File: config.mk
export PLATFORM = sky130hd
export DESIGN_NAME = pso_fitness
export DESIGN_NICKNAME = d
export VERILOG_FILES = /design/src/rtl/pso_fitness.sv
export SDC_FILE = /design/constraint.sdc
export NUM_CORES = 1
export LEC_CHECK = 0
export BUFFER_PORTS_ARGS = -buffer_cell sky130_fd_sc_hd__buf_2
export CAP_MARGIN = 20
export CORE_MARGIN = 2
export CORE_UTILIZATION = 25
export CTS_BUF_LIST = sky130_fd_sc_hd__clkbuf_16
export CTS_CLUSTER_SIZE = 28
export DETAILED_ROUTE_END_ITERATION = 12
export MAX_ROUTING_LAYER = met4
export SLEW_MARGIN = 10
export SYNTH_ARGS = -nofsm -noshare
export SYNTH_HDL_FRONTEND = slang
export SYNTH_SLANG_ARGS = --single-unit
File: constraint.sdc
create_clock -name clk_P -period 9.3 [get_ports clk_P]
set_input_delay 1.86 -clock clk_P [delete_from_list [all_inputs] [get_ports clk_P]]
set_output_delay 1.86 -clock clk_P [all_outputs]
set_load 0.02 [all_outputs]
File: src/rtl/pso_fitness.sv
// Fitness evaluation for the MPPT particle-swarm tracker: apply each particle's duty, settle,
// average 2^AVG_LOG2 V*I samples and emit a tagged fitness word. Optional macro: FIT_OVERCURRENT_EN.
module pso_fitness #(
    parameter int          AVG_LOG2   = 2,
    parameter int          SETTLE_CYC = 1000,
    parameter logic [11:0] I_LIMIT    = 12'hF00
) (
    input  logic        clk_P,
    input  logic        reset,
    input  logic        ena,
    input  logic        start,
    input  logic [9:0]  d0,
    input  logic [9:0]  d1,
    input  logic [9:0]  d2,
    input  logic [11:0] v_adc,
    input  logic [11:0] i_adc,
    input  logic        adc_valid,
    output logic [9:0]  duty_out,
    output logic [15:0] p_fit,
    output logic [1:0]  addr,
    output logic        busy,
    output logic        done
);

    localparam int          ACC_W       = 24 + AVG_LOG2;
    localparam int          NSAMP       = 1 << AVG_LOG2;
    localparam logic [4:0]  LAST_SAMP   = 5'(NSAMP - 1);
    localparam logic [15:0] SETTLE_LOAD = 16'(SETTLE_CYC - 1);

    typedef enum logic [2:0] {
        S_IDLE,
        S_APPLY,
        S_SETTLE,
        S_SAMPLE,
        S_EMIT,
        S_FINISH
    } state_t;

    state_t             r_state;
    state_t             w_next;
    logic [9:0]         r_d0;
    logic [9:0]         r_d1;
    logic [9:0]         r_d2;
    logic [1:0]         r_idx;
    logic [15:0]        r_settle;
    logic [4:0]         r_cnt;
    logic [ACC_W-1:0]   r_acc;
    logic [9:0]         r_duty_out;
    logic [15:0]        r_p_fit;
    logic [1:0]         r_addr;
    logic               r_busy;
    logic               r_done;

    logic [23:0]        w_prod;
    logic [ACC_W-1:0]   w_acc_sum;
    logic               w_last_samp;
    logic [9:0]         w_duty_sel;
    logic [15:0]        w_fit;

    // Averaging divides by 2^AVG_LOG2 and keeps the top 16 bits of the 24-bit mean power.
    function automatic logic [15:0] fit_trunc(input logic [ACC_W-1:0] acc);
        return 16'(acc >> (AVG_LOG2 + 8));
    endfunction

    assign w_prod      = 24'(v_adc) * 24'(i_adc);
    assign w_acc_sum   = r_acc + ACC_W'(w_prod);
    assign w_last_samp = (r_state == S_SAMPLE) && adc_valid && (r_cnt == LAST_SAMP);

`ifdef FIT_OVERCURRENT_EN
    logic r_fault;
    logic w_fault_next;

    // The sample that completes the window can itself trip the fault.
    assign w_fault_next = r_fault | (i_adc > I_LIMIT);
    assign w_fit        = w_fault_next ? 16'h0000 : fit_trunc(w_acc_sum);
`else
    assign w_fit        = fit_trunc(w_acc_sum);
`endif

    always_comb begin
        w_duty_sel = r_d2;
        case (r_idx)
            2'd0:    w_duty_sel = r_d0;
            2'd1:    w_duty_sel = r_d1;
            default: w_duty_sel = r_d2;
        endcase
    end

    always_comb begin
        w_next = r_state;
        case (r_state)
            S_IDLE:   if (start) w_next = S_APPLY;
            S_APPLY:  w_next = S_SETTLE;
            S_SETTLE: if (r_settle == 16'd0) w_next = S_SAMPLE;
            S_SAMPLE: if (w_last_samp) w_next = S_EMIT;
            S_EMIT:   w_next = (r_idx < 2'd2) ? S_APPLY : S_FINISH;
            S_FINISH: w_next = S_IDLE;
            default:  w_next = S_IDLE;
        endcase
    end

    always_ff @(posedge clk_P) begin
        if (reset) begin
            r_state    <= S_IDLE;
            r_d0       <= '0;
            r_d1       <= '0;
            r_d2       <= '0;
            r_idx      <= '0;
            r_settle   <= '0;
            r_cnt      <= '0;
            r_acc      <= '0;
            r_duty_out <= '0;
            r_p_fit    <= '0;
            r_addr     <= '0;
            r_busy     <= 1'b0;
            r_done     <= 1'b0;
`ifdef FIT_OVERCURRENT_EN
            r_fault    <= 1'b0;
`endif
        end else if (ena) begin
            r_state <= w_next;
            // addr/done/busy are registered from the next state so they line up with p_fit.
            r_addr  <= (w_next == S_EMIT) ? r_idx + 2'd1 : 2'd0;
            r_done  <= (w_next == S_FINISH);
            r_busy  <= (w_next == S_APPLY) || (w_next == S_SETTLE) ||
                       (w_next == S_SAMPLE) || (w_next == S_EMIT);
            case (r_state)
                S_IDLE: begin
                    if (start) begin
                        r_d0  <= d0;
                        r_d1  <= d1;
                        r_d2  <= d2;
                        r_idx <= 2'd0;
                    end
                end
                S_APPLY: begin
                    r_duty_out <= w_duty_sel;
                    r_settle   <= SETTLE_LOAD;
                    r_acc      <= '0;
                    r_cnt      <= '0;
`ifdef FIT_OVERCURRENT_EN
                    r_fault    <= 1'b0;
`endif
                end
                S_SETTLE: begin
                    if (r_settle != 16'd0) begin
                        r_settle <= r_settle - 16'd1;
                    end else begin
                        r_acc <= '0;
                        r_cnt <= '0;
                    end
                end
                S_SAMPLE: begin
                    if (adc_valid) begin
                        r_acc <= w_acc_sum;
                        r_cnt <= r_cnt + 5'd1;
`ifdef FIT_OVERCURRENT_EN
                        r_fault <= w_fault_next;
`endif
                        if (w_last_samp) r_p_fit <= w_fit;
                    end
                end
                S_EMIT: begin
                    if (r_idx < 2'd2) r_idx <= r_idx + 2'd1;
                end
                default: begin
                end
            endcase
        end
    end

    assign duty_out = r_duty_out;
    assign p_fit    = r_p_fit;
    assign addr     = r_addr;
    assign busy     = r_busy;
    assign done     = r_done;

endmodule
After elaboration in Yosys (flattened, before gate mapping). Index checks and enable logic that the tools add are counted.

Multipliers: 1. Reductions and logical operators: 18. Multiplexer cells: 18. Eq/ne operators: 16. Add/sub/neg operators: 4. Magnitude comparators: 1.

Operator list (number): $pmux W26 S3 (1); $mux W26 (2); $pmux W16 S2 (1); $add A26 B24 Y26 (1); $mul A12 B12 Y24 (1); $pmux W10 S2 (1); $logic_not A16 Y1 (1); $mux W16 (1); $reduce_bool A16 Y1 (1); $sub A16 B1 Y16 const B (1); $pmux W3 S5 (1); $pmux W5 S3 (1); $eq A3 B2 Y1 const B (4); $mux W3 (4); $reduce_and A4 Y1 (3); $mux W5 (2); $ne A2 B2 Y1 const B (5); $eq A3 B3 Y1 const B (3); $eq A3 B1 Y1 const B (2); $mux W2 (3); $reduce_and A3 Y1 (2); $add A5 B1 Y5 const B (1); $eq A5 B2 Y1 const B (1); $pmux W2 S2 (1); 10 further kinds (14).

Input bits: 59. Bits in registers: 112. Output and inout bits: 30. Word-level logic and storage cells: 71.

Depth between registers and ports, before layout.
Depth in word-level cells: 9. Gate-level depth with buffers: 21. Depth with buffers taken out: 19.

Worst setup path after synthesis. OpenSTA, ideal clock, no wires.

Kind: in2reg. From: in i_adc[2]. To: reg r_p_fit[13] (netlist: p_fit[13]). Required time: 9.178 ns. Stages on the path: 19. Library setup time: 0.122 ns. Path slack: 2.526 ns. Data arrival time: 6.652 ns. Path buffers: 1. Cells stage by stage: clkbuf_1 -> and2_1 -> fa_1 -> inv_1 -> fa_1 -> inv_1 -> fa_1 -> inv_1 -> fa_1 -> fa_1 -> inv_1 -> ha_1 -> a21o_1 -> a21oi_1 -> a21oi_1 -> o31a_1 -> a21oi_1 -> nor4_1 -> a311o_1.

Longest elaborated chain between the ends: 2.

RTL lines: from (decl) (RTL line 16) `input logic [11:0] i_adc,`; $mul A12 B12 Y24 (RTL line 65) `assign w_prod = 24'(v_adc) * 24'(i_adc);`; $add A26 B24 Y26 (RTL line 66) `assign w_acc_sum = r_acc + ACC_W'(w_prod);`; to (signal assigned) (RTL line 160) `if (w_last_samp) r_p_fit <= w_fit;`; to (decl) (RTL line 49) `logic [15:0] r_p_fit;`.

No other way between the ends. A chain may end at the register's enable or synchronous reset.

Final worst setup path.
From: in v_adc[5]. To: reg r_p_fit[13] (netlist: p_fit[13]).

Longest elaborated chain between the ends: 2.

RTL lines: from (decl) (RTL line 15) `input logic [11:0] v_adc,`; $mul A12 B12 Y24 (RTL line 65); $add A26 B24 Y26 (RTL line 66).

No other way between the ends.

==> run metrics <==
worst path buffer plus inverter count=5; complex-gate fraction of the synthesized area=12.7%; # resized after CTS=0; GR Overflow Total=0; post-synthesis net count=1494; via count of the first global-routing pass=8130; switching portion of total power=50.4%; worst-path cell with the longest stage delay=fa_1; boundary pin count=89; pins over their slew limit=0; RSZ-0062 raised after global routing=false; cells on worst reg2reg path=16; std cell rows=74; Core Footprint=40600 µm²; switching component of the power=1.39 mW; combined global-route utilization of all metal layers=12.8%; fraction of the mapped netlist area in simple logic gates=19.7%; count of endpoints failing setup in the final report=0; CTS sink cnt=112; cell breakdown of the critical path=buf_2, and2_1, fa_1, inv_1, fa_1, inv_1, fa_1, inv_1, fa_1, fa_1, inv_1, ha_1, a21o_1, a21oi_1, a21oi_1, o31a_1, a21oi_1, nor4_1, a311o_1; total power divided by cell area=240 nW/µm²; maximum count of clock buffers along a single path=2; top flip-flop cell by instance count after synthesis=dfxtp_1; Fin. Hold Viols=0; CTS tree=done; Worst path max stage delay=550 ps; beginning of the worst register-to-register path=r_acc[7]; number of enable-type register cells in the synthesized netlist=0; list of most frequent post-synthesis cells=inv_1, nand2_1, fa_1; largest fanout of any net on the critical path=12; RR Endpoint=p_fit[13]; synthesized flop and latch total=112; proportion of register bits with asynchronous set or reset after synthesis=0%; largest net degree at the start of global routing=53; aggregate negative setup slack=0 ps; Synth Area per Inst=8.28 µm²; share of total power in sequential cells=18.4%; LEAKAGE=5.22 nW; top cells by area in the synthesized netlist=fa_1, dfxtp_1, ha_1; max-cap violations=0; clock slew at the register clock pins of the worst setup and hold paths=80 ps; Worst-Skew Late Latency=370 ps; total number of vias=8158; Period minus WS final=6870 ps; Min Hold Slack=454 ps; Post-Synth Adder-Cell Area=32.6%; number of distinct library cells after synthesis=63; critical path type=in -> reg; Worst Clk Skew=14.4 ps; transition at the pin with the smallest max-transition slack=964 ps; Max transition margin=35.6%; Routed Antenna Nets=0; maximum clock rate=146 MHz; area share of xor/xnor cells in the synthesized design=2.47%; worst vdd ir=0.208 mV; launch point of the worst hold path=r_acc[2]; worst-case register-to-register setup slack=4430 ps; Pint=1.37 mW; register area share after synthesis=21.8%; class of the worst hold path=reg -> reg; cell accounting for the most synthesized area=fa_1; most common cell in the netlist=inv_1; starting density of the core=25.3%; Initial DRT Pass Iterations=5; proportion of power drawn by the clock network=14.4%; cell with the most instances on the worst path=fa_1; Final Wtd Congestion=0.852; period utilization=73.9%; Critical Path End Type=register; area delta synth->final=12.0%; share of cells above drive strength 1=9.76%; total standard cell area after synthesis=10300 µm²; CTS Root Buffer Type=clkbuf_16; combinational family with the most area after synthesis=adder cells; drt drc=0; total wire length after detailed routing=25.5 mm; yosys warns=0; multiplexer fraction of the synthesized cell area=0.195%; via density per instance=4.47; required time of the worst setup path=9550 ps; nets@finish=1539; Die X-Extent=207 µm; hpwl dp=20.2 mm; crit path launch type=input port; global-route wire length before repair=42.8 mm; CP top delay family=adder cells; Pwr Total=2.77 mW; number of levels in the clock H-tree=3; hold buffers post-CTS=0; total die area=42700 µm²; signal arrival time at the worst endpoint=7120 ps; source of the critical timing path=v_adc[5]; number of cells on the critical path=19; crit path to=p_fit[13]; die outline height=207 µm; area fraction of the dominant cell type after synthesis=24.0%; share of power burned in combinational logic=67.1%; CTS Buf Count=9; Post CTS Setup Buffer Count=0; post-synthesis instance total=1241; WL/cell=14.0 µm; count of buffers inserted at the top-level ports=88; DRC marker count from the first detailed-route iteration=404; initial antenna violation count=3; outcome=completed
## cells by family after synthesis
| logic type | count (synthesis) |
|---|---|
| AOI/OAI and AO/OA | 200 |
| xor gates and xnor gates | 29 |
| adders and majority gates | 194 |
| buffers and inverters | 282 |
| DFF | 112 |
| muxes | 2 |
| and+or+nand+nor | 422 |
## registers in the layout (all words and copies together), names as in the netlist
signal / flops
r_acc: 26
p_fit: 16
r_settle: 16
duty_out: 10
r_d0: 10
r_d1: 10
r_d2: 10
r_cnt: 5
r_state: 3
addr: 2
r_idx: 2
busy: 1
done: 1
## final cells by class
cell class	instances	area, µm²
flip-flops and latches	112	2240
inverters	223	837
clock inverters	7	82.6
clock buffers	9	225
fillers	4346	29100
well taps	532	666
repair buffers	93	493
multi-input cells	847	6950
diodes	2	5.00
## routing by layer
metal	global-route usage (%)	vias to the layer above	routed length (µm)
met5	-	-	0
met4	2.04	0	201
met3	2.48	19	1390
met2	19.4	171	11400
met1	17.9	3927	12500
li1	-	4041	-
## worst reg2reg max path: stages (launching register included)
cell and delay (ps):
dfxtp_1 340, inv_1 70, fa_1 520, inv_1 60, fa_1 520, inv_1 60
fa_1 480, fa_1 550, inv_1 50, ha_1 350, a21o_1 220, a21oi_1 320
a21oi_1 150, o31a_1 340, a21oi_1 300, nor4_1 80, a311o_1 340
## worst min path at each step
stage,end,cells past startpoint
final,r_acc[2],2
after global placement,r_d0[8],2
after CTS,r_d0[1],2
after detailed placement,r_d0[1],2
after floorplan,r_acc[20],2
after global routing,r_d0[9],2
## stage by stage
step                      instance area (µm²)  setup slack [ps]  utilization (%)  std cells
after floorplan                         10300              2530                -       1241
after global placement                  11200              2110             27.5       1805
after detailed placement                11200              2050             27.5       1806
after CTS                               11500              2450             28.3       1822
after global routing                    11500              2090             28.3       1825
final                                   11500              2430             28.3       1825
## placed cells by master (no fill, tap or decap), types with 4 or more instances in the layout
cell type	count
a21o_1	5
a21oi_1	84
a22o_1	4
a22oi_1	17
a311o_1	4
a311oi_1	11
a41oi_1	4
and2_1	86
and3_1	7
and4_1	4
buf_2	88
clkbuf_16	9
dfxtp_1	112
fa_1	123
ha_1	71
inv_1	223
nand2_1	191
nand2b_1	7
nand3_1	22
nor2_1	61
nor2b_1	5
nor3_1	11
nor4_1	7
o211ai_1	4
o21a_1	5
o21ai_0	25
o21bai_1	4
or3_1	5
xnor2_1	18
xor2_1	11
## power groups by stage
stage / registers [mW] / logic [mW] / clock network, mW
6_report: 0.510 / 1.86 / 0.399
5_1_grt: 0.512 / 2.10 / 0.431
4_1_cts: 0.510 / 1.84 / 0.412
3_5_place_dp: 0.521 / 1.82 / 0
3_3_place_gp: 0.520 / 1.81 / 0
2_1_floorplan: 0.521 / 1.35 / 0
No activity file was read; power rests on OpenSTA's default activity.
